File: config.mk
export PLATFORM = sky130hd
export DESIGN_NAME = fpga_io_mux
export DESIGN_NICKNAME = d
export VERILOG_FILES = /design/src/rtl/fpga_io_mux.sv
export SDC_FILE = /design/constraint.sdc
export NUM_CORES = 1
export LEC_CHECK = 0
export CORE_ASPECT_RATIO = 2
export CORE_UTILIZATION = 34
export DETAILED_ROUTE_END_ITERATION = 8
export MAX_ROUTING_LAYER = met4
export PLACE_DENSITY = 0.87
export SYNTH_ARGS = -nofsm -noshare
export SYNTH_HDL_FRONTEND = slang
export SYNTH_SLANG_ARGS = --single-unit
File: constraint.sdc
create_clock -name clk_i -period 1.9 [get_ports clk_i]
set_input_delay 0.38 -clock clk_i [delete_from_list [all_inputs] [get_ports clk_i]]
set_output_delay 0.38 -clock clk_i [all_outputs]
set_load 0.01 [all_outputs]
File: src/rtl/fpga_io_mux.sv
// Board pad multiplexer: per-pad function select, synchronised pad inputs and a
// lock-driven SoC reset sequencer that keeps every pad tristated until RUN.
module fpga_io_mux #(
   parameter int PAD_NUM     = 8,
   parameter int FUNC_NUM    = 4,
   parameter int SYNC_STAGES = 2,
   parameter int RST_HOLD    = 16
) (
   input  logic                          clk_i,
   input  logic                          rst_n_i,
   input  logic                          locked_i,
   output logic                          soc_rst_n_o,
   input  logic                          cfg_valid_i,
   output logic                          cfg_ready_o,
   input  logic [$clog2(PAD_NUM)-1:0]    cfg_pad_i,
   input  logic [$clog2(FUNC_NUM)-1:0]   cfg_func_i,
   input  logic [FUNC_NUM*PAD_NUM-1:0]   fn_out_i,
   input  logic [FUNC_NUM*PAD_NUM-1:0]   fn_oen_i,
   output logic [FUNC_NUM*PAD_NUM-1:0]   fn_in_o,
   input  logic [PAD_NUM-1:0]            pad_in_i,
   output logic [PAD_NUM-1:0]            pad_out_o,
   output logic [PAD_NUM-1:0]            pad_oen_o,
   output logic [1:0]                    fsm_state_o
);

   localparam int PW = $clog2(PAD_NUM);
   localparam int FW = $clog2(FUNC_NUM);
   localparam int CW = $clog2(RST_HOLD + 1);
   localparam int IW = SYNC_STAGES * PAD_NUM;
   localparam logic [PW:0]   PAD_LIM   = PAD_NUM[PW:0];
   localparam logic [FW:0]   FUNC_LIM  = FUNC_NUM[FW:0];
   localparam logic [CW-1:0] HOLD_LAST = CW'(RST_HOLD - 1);

   typedef enum logic [1:0] {
      WAIT_LOCK = 2'd0,
      HOLD      = 2'd1,
      RUN       = 2'd2
   } state_e;

   state_e                  state_q, state_d;
   logic [CW-1:0]           cnt_q, cnt_d;
   logic                    soc_rst_n_q, soc_rst_n_d;
   logic [SYNC_STAGES-1:0]  lock_sync_q, lock_sync_d;
   logic [IW-1:0]           in_sync_q, in_sync_d;
   logic [FW-1:0]           sel_q [PAD_NUM];
   logic [FW-1:0]           sel_d [PAD_NUM];
   logic                    cfg_ready_q, cfg_ready_d;
   logic                    lock_s;
   logic [PAD_NUM-1:0]      in_s;
   logic                    cfg_fire;
   logic                    cfg_in_range;
   logic                    run;

   // Synchronisers shift towards the MSB; the oldest stage is the usable value.
   always_comb begin
      lock_sync_d = (lock_sync_q << 1) | SYNC_STAGES'(locked_i);
      in_sync_d   = (in_sync_q << PAD_NUM) | IW'(pad_in_i);
   end

   assign lock_s = lock_sync_q[SYNC_STAGES-1];
   assign in_s   = in_sync_q[IW-1 -: PAD_NUM];

   always_comb begin
      state_d     = state_q;
      cnt_d       = cnt_q;
      soc_rst_n_d = soc_rst_n_q;
      case (state_q)
         WAIT_LOCK: begin
            if (lock_s) begin
               state_d = HOLD;
               cnt_d   = '0;
            end
         end
         HOLD: begin
            if (!lock_s) begin
               state_d = WAIT_LOCK;
               cnt_d   = '0;
            end else if (cnt_q == HOLD_LAST) begin
               state_d     = RUN;
               soc_rst_n_d = 1'b1;
            end else begin
               cnt_d = cnt_q + CW'(1);
            end
         end
         RUN: begin
            if (!lock_s) begin
               state_d     = WAIT_LOCK;
               cnt_d       = '0;
               soc_rst_n_d = 1'b0;
            end
         end
         default: begin
            state_d     = WAIT_LOCK;
            cnt_d       = '0;
            soc_rst_n_d = 1'b0;
         end
      endcase
   end

   always_ff @(posedge clk_i or negedge rst_n_i) begin
      if (!rst_n_i) begin
         state_q     <= WAIT_LOCK;
         cnt_q       <= '0;
         soc_rst_n_q <= 1'b0;
      end else begin
         state_q     <= state_d;
         cnt_q       <= cnt_d;
         soc_rst_n_q <= soc_rst_n_d;
      end
   end

   // Config handshake: a write completes on any edge with cfg_valid_i and
   // cfg_ready_o both high; ready then drops for exactly one cycle.
   assign cfg_fire     = cfg_valid_i & cfg_ready_q;
   assign cfg_in_range = ({1'b0, cfg_pad_i} < PAD_LIM) && ({1'b0, cfg_func_i} < FUNC_LIM);

   always_comb begin
      sel_d       = sel_q;
      cfg_ready_d = ~cfg_fire;
      if (cfg_fire && cfg_in_range) begin
         sel_d[cfg_pad_i] = cfg_func_i;
      end
   end

   always_ff @(posedge clk_i or negedge rst_n_i) begin
      if (!rst_n_i) begin
         lock_sync_q <= '0;
         in_sync_q   <= '1;
         sel_q       <= '{default: '0};
         cfg_ready_q <= 1'b1;
      end else begin
         lock_sync_q <= lock_sync_d;
         in_sync_q   <= in_sync_d;
         sel_q       <= sel_d;
         cfg_ready_q <= cfg_ready_d;
      end
   end

   assign run = (state_q == RUN);

   for (genvar p = 0; p < PAD_NUM; p++) begin : g_pad
      logic [FUNC_NUM-1:0] fo;
      logic [FUNC_NUM-1:0] fe;
      for (genvar f = 0; f < FUNC_NUM; f++) begin : g_fn
         assign fo[f] = fn_out_i[f*PAD_NUM + p];
         assign fe[f] = fn_oen_i[f*PAD_NUM + p];
         // Unselected functions see an idle-high input.
         assign fn_in_o[f*PAD_NUM + p] = (sel_q[p] == FW'(f)) ? in_s[p] : 1'b1;
      end
      assign pad_out_o[p] = fo[sel_q[p]];
      assign pad_oen_o[p] = run ? fe[sel_q[p]] : 1'b1;
   end

   assign soc_rst_n_o = soc_rst_n_q;
   assign cfg_ready_o = cfg_ready_q;
   assign fsm_state_o = state_q;

endmodule

Word level (Yosys, flattened, before mapping)
Cells that the tools add are included.
{"block": "word_totals", "wordCells": 166, "input_bits": 81, "output_inout_bits": 52, "reg_bits": 43}
{"block": "op_classes", "n_lt_le_gt_ge": 10, "n_eq_ne": 33, "muxes": 89, "add_sub_neg": 1, "reduce_logical": 13, "n_bitwise": 6}
{"operator": "$mux 1", "count": 59}
{"operator": "$eq 2x2->1 const B", "count": 17}
{"operator": "$bmux 1 s2", "count": 16}
{"operator": "$lt 2x3->1 const B", "count": 8}
{"operator": "$mux 5", "count": 4}
{"operator": "$eq 2x1->1 const B", "count": 9}
{"operator": "$logic_not 2->1", "count": 9}
{"operator": "$bwmux 16", "count": 1}
{"operator": "$or 16x8->16", "count": 1}
{"operator": "$pmux 5 s3", "count": 1}
{"operator": "$mux 2", "count": 5}
{"operator": "$ne 2x2->1 const B", "count": 4}
{"operator": "$demux 2 s3", "count": 1}
{"operator": "$ne 3x3->1 const B", "count": 2}
{"operator": "$pmux 2 s3", "count": 1}
{"operator": "$reduce_and 3->1", "count": 2}
{"operator": "$add 5x1->5 const B", "count": 1}
{"operator": "$eq 5x4->1 const B", "count": 1}
{"operator": "$ge 4x4->1 const B", "count": 1}
{"operator": "$lt 4x1->1 const B", "count": 1}
{"operator": "$not 3->4", "count": 1}
{"operator": "$reduce_and 4->1", "count": 1}
{"operator": "$pmux 1 s3", "count": 1}
{"operator": "$not 1->1", "count": 2}
{"operator": "other kinds (3)", "count": 3}

Depth between registers and ports, before layout
{"block": "depth", "ltp_word": 6, "mapped_depth": 6, "depth_no_buf": 6}

Worst setup path before layout
OpenSTA, ideal clock, no wires.
{"block": "synth_timing", "path_kind": "flip-flop to flip-flop", "from": "reg cnt_q[0]", "to": "reg cnt_q[3]", "period_less_slack_ps": 1869, "setup_time_ps": 87, "n_path_buf": 0, "stages_incl_launch_ff": 7, "required_time_ps": 1813, "slack_ps": 31, "arrival_ps": 1783, "path_cell_list": "dfrtp_1 ha_1 and3_1 ha_1 nand4b_1 or4b_1 o211ai_1"}
{"block": "synth_between", "elab_chain_cells": 4, "word_cells_on_any_way": 7, "cone_classes": "1 x add/sub; 2 x eq/ne; 3 x mux; 1 x reduce/logical"}
{"item": "start: declaration", "line": "41", "text": "logic [CW-1:0] cnt_q, cnt_d;"}
{"item": "start signal: assignment", "line": "107", "text": "cnt_q <= cnt_d;"}
{"item": "$add 5x1->5", "line": "82", "text": "cnt_d = cnt_q + CW'(1);"}
{"item": "$mux 5", "line": "78", "text": "end else if (cnt_q == HOLD_LAST) begin"}
{"item": "$mux 5", "line": "75", "text": "if (!lock_s) begin"}
{"item": "$pmux 5 s3", "line": "67", "text": "case (state_q)"}
Several ways; a longest one is shown, not always the timed one. The select of a mux whose other input is x is not followed.
A chain may end at the register's enable or synchronous reset.

Final worst setup path
{"block": "layout_timing", "from": "reg sel_q[8] in the netlist's numbering", "to": "out pad_oen_o[3]"}
{"block": "layout_between", "elab_chain_cells": 3}
{"item": "start: declaration", "line": "45", "text": "logic [FW-1:0] sel_q [PAD_NUM];"}
{"item": "start signal: assignment", "line": "134", "text": "sel_q <= sel_d;"}
{"item": "$bmux 1 s2", "line": "151", "text": "assign pad_oen_o[p] = run ? fe[sel_q[p]] : 1'b1;"}
{"item": "$mux 1 (implied by the code)", "line": "151"}
{"item": "$mux 1", "line": "151"}
{"item": "end: declaration", "line": "22", "text": "output logic [PAD_NUM-1:0] pad_oen_o,"}
No other way between the ends. The select of a mux whose other input is x is not followed.

==> out/qor.yml <==
status:
  status: "finished, violations left"
  violations: "negative setup slack"
critical_path:
  slowest_stage: "mux4_2"
  path_cells: "buf_6, mux4_2, nand2b_1, buf_2"
  cp_max_fo: 2
  cpPeakStageDelay_ns: 0.49
  cp-start-kind: "flip-flop"
  cp_data_required_time_ns: 1.52
  critical-path-top-delay-family: "multiplexers"
  endpoint_kind: "primary output"
  path_class: "reg2out"
  critical_path_buf_inv_count: 2
  worst_ep_arrival_time_ns: 1.60
timing:
  slew_headroom_pct: 61.1
  skew_ns: 0.00314
  finalSetupTns_ns: -0.377
  slew_violations: 0
  period_share_pct: 104
  finalSetupViolations: 10
  grt_setup_unrepaired: "yes"
  finalHoldViolCount: 0
  fin_ws_ns: -0.0793
  worst_pin_slew_ns: 0.579
  finalCriticalPeriod_ns: 1.98
  max_freq_mhz: 505
drt:
  drt-vias-per-instance: 4.98
  postRouteAntennaNets: 0
  routed_wl_um: 6830
  drtIter0Drc: 57
  wl_per_cell_um: 15.5
  drc: 0
  firstDrtPassIters: 4
  vias: 2190
clock_network:
  clock_path_buffers: 2
  cts_sinks: 43
  hold_buffers: 0
  clkLatencyLatePin_ns: 0.28
  cts_made_buffers: 5
  clkSlewWorstSetupHoldPaths_ns: 0.06
  tritoncts: "yes"
  root_buffer: "clkbuf_16"
  cts_max_level: 2
floorplan:
  dieWidth_um: 59.6
  io_pins: 133
  dieArea_um2: 6990
  die_h_um: 117
  rows: 41
  initial_core_util_pct: 35.5
  core_um2: 6360
synth:
  yosysMostFrequentCell: "dfrtp_1"
  synth_common_cells: "dfrtp_1, dfstp_2, mux4_2"
  synth_fp_nets: 259
  synth_cell_types: 34
  ys.flop_type: "dfrtp_1"
  ys_async_sr_fraction_pct: 100
  syn_area_um2: 2260
  synth_area_per_cell_um2: 12.8
  synth_edf_count: 0
  ys_ff_latch: 43
  netlist_instances: 176
  yosys.area.top_type: "dfrtp_1"
  ys_seq_area_share_pct: 48.6
  synth_top_area_share_pct: 28.8
  yosysWarnings: 0
  synthTopCellsByArea: "dfrtp_1, dfstp_2, mux4_2"
placement:
  dp_slack_ns: -0.446
  gp_congestion: 0.796
  dpl.hpwl_um: 5020
  portBuffers: 132
pwr:
  seq_power_share_pct: 34.1
  leakagePower_nw: 1.70
  combPwrFrac_pct: 37.1
  peakVddDrop_uv: 669
  p_int_mw: 2.59
  swShare_pct: 25.9
  finalPower_mw: 3.50
  p_clk_share_pct: 28.8
  switchingPower_mw: 0.906
  p_per_area_nw_per_um2: 837
flow_run:
  max-cap-violations: 0
final_layout:
  multi_input_area_um2: 1170
  num_antenna_cells: 0
  drive_above_1_share_pct: 39.8
  regArea_um2: 1100
  fillers: 520
  syn2layout_area_growth_pct: 85.3
  final_nets: 436
  post-route-util_pct: 65.8
global_routing:
  grt_pass1_wl_um: 10600
  overflow: 0
  grt_max_degree: 44
  antenna_found_initial: 0
  grt_pass1_vias: 2231
  grtUsageTotal_pct: 21.1
worst_hold_path:
  hp-class: "in2async"
-- worst paths after layout --
kind,slack (ns),to,startpoint,depth (start not counted)
min,0.15,soc_rst_n_o,rst_n_i,2
max in group asynchronous,1.35,sel_q[1],rst_n_i,2
min reg2reg,0.35,lock_sync_q[1],lock_sync_q[0],0
max reg2reg,0.10,cnt_q[3],cnt_q[1],6
max,-0.08,pad_oen_o[3],sel_q[8],4
min in group clk_i,0.35,lock_sync_q[1],lock_sync_q[0],0
-- kinds of logic after synthesis --
group           Yosys count  synth area share, %
mux                      32                 24.3
fa+ha+maj                 2                 1.11
simple gates             78                 20.4
buf+inv                   6                 1.16
flops                    43                 48.6
compound gates           15                 4.49
-- metrics by stage --
stage	instance area [um2]	hold WS [ns]	instances
4_1_cts	4100	0.184	438
5_1_grt	4180	0.201	440
2_1_floorplan	2260	0.0844	176
3_5_place_dp	3820	0.336	412
6_report	4180	0.152	440
3_3_place_gp	3820	0.336	412
-- layout make-up --
type / instances / share of cell area [%]
inverter: 4 / 0.359
clock inverter: 2 / 0.927
multi-input combinational: 127 / 28.1
clock buffer: 6 / 3.32
timing repair buffer: 172 / 38.3
tap: 86 / 2.57
sequential: 43 / 26.4
-- sequential cells by signal, summed over array words and instances (netlist names) --
| name | count |
|---|---|
| fsm_state_o | 2 |
| cfg_ready_o | 1 |
| sel_q | 16 |
| in_sync_q | 16 |
| cnt_q | 5 |
| soc_rst_n_o | 1 |
| lock_sync_q | 2 |
-- worst reg2reg max path, stage by stage, from the launching register on --
cell	delay, ns
dfrtp_1	0.39
ha_2	0.20
and3_4	0.18
ha_1	0.19
nand4b_1	0.18
or4b_1	0.47
o211ai_1	0.10
-- power by group through the flow --
stage / combinational (mW) / sequential, mW / clock (mW)
6_report: 1.30 / 1.19 / 1.01
5_1_grt: 1.39 / 1.21 / 1.08
4_1_cts: 1.24 / 1.19 / 1.03
3_5_place_dp: 1.11 / 1.22 / 0
3_3_place_gp: 1.09 / 1.21 / 0
2_1_floorplan: 0.463 / 1.20 / 0
-- placed cells by master (no fill, tap or decap), drive strengths merged, types with 2 or more instances in the layout --
| master | netlist | final |
|---|---|---|
| dfrtp | 26 | 26 |
| ha | 2 | 2 |
| buf | 1 | 60 |
| clkbuf | 1 | 10 |
| o21ai | 3 | 3 |
| nand3b | 9 | 9 |
| dlymetal6s2s | 0 | 5 |
| mux2 | 16 | 16 |
| mux4 | 16 | 16 |
| a21oi | 3 | 3 |
| nor2 | 15 | 15 |
| inv | 4 | 5 |
| dfstp | 17 | 17 |
| or3 | 10 | 10 |
| nand2b | 11 | 11 |
| clkdlybuf4s15 | 0 | 4 |
| nor2b | 3 | 3 |
| or3b | 8 | 8 |
| dlygate4sd2 | 0 | 12 |
| nand2 | 15 | 15 |
| clkdlybuf4s50 | 0 | 87 |
| a32oi | 3 | 3 |
-- per-layer routing --
metal	vias up	share of wire (%)	track usage [%]
li1	1010	-	-
met1	1086	34	21.5
met2	82	59	38.9
met3	12	4.8	2.53
met4	0	2.8	9.92
met5	-	0	-
-- what timing repair did --
item | 4_1_cts | 5_1_grt
buffers inserted | 19 | 5
gates resized for setup | 117 | 34
setup endpoints to repair | 34 | 28
pin swaps | 0 | 1
(Power assumes the default switching activity.)
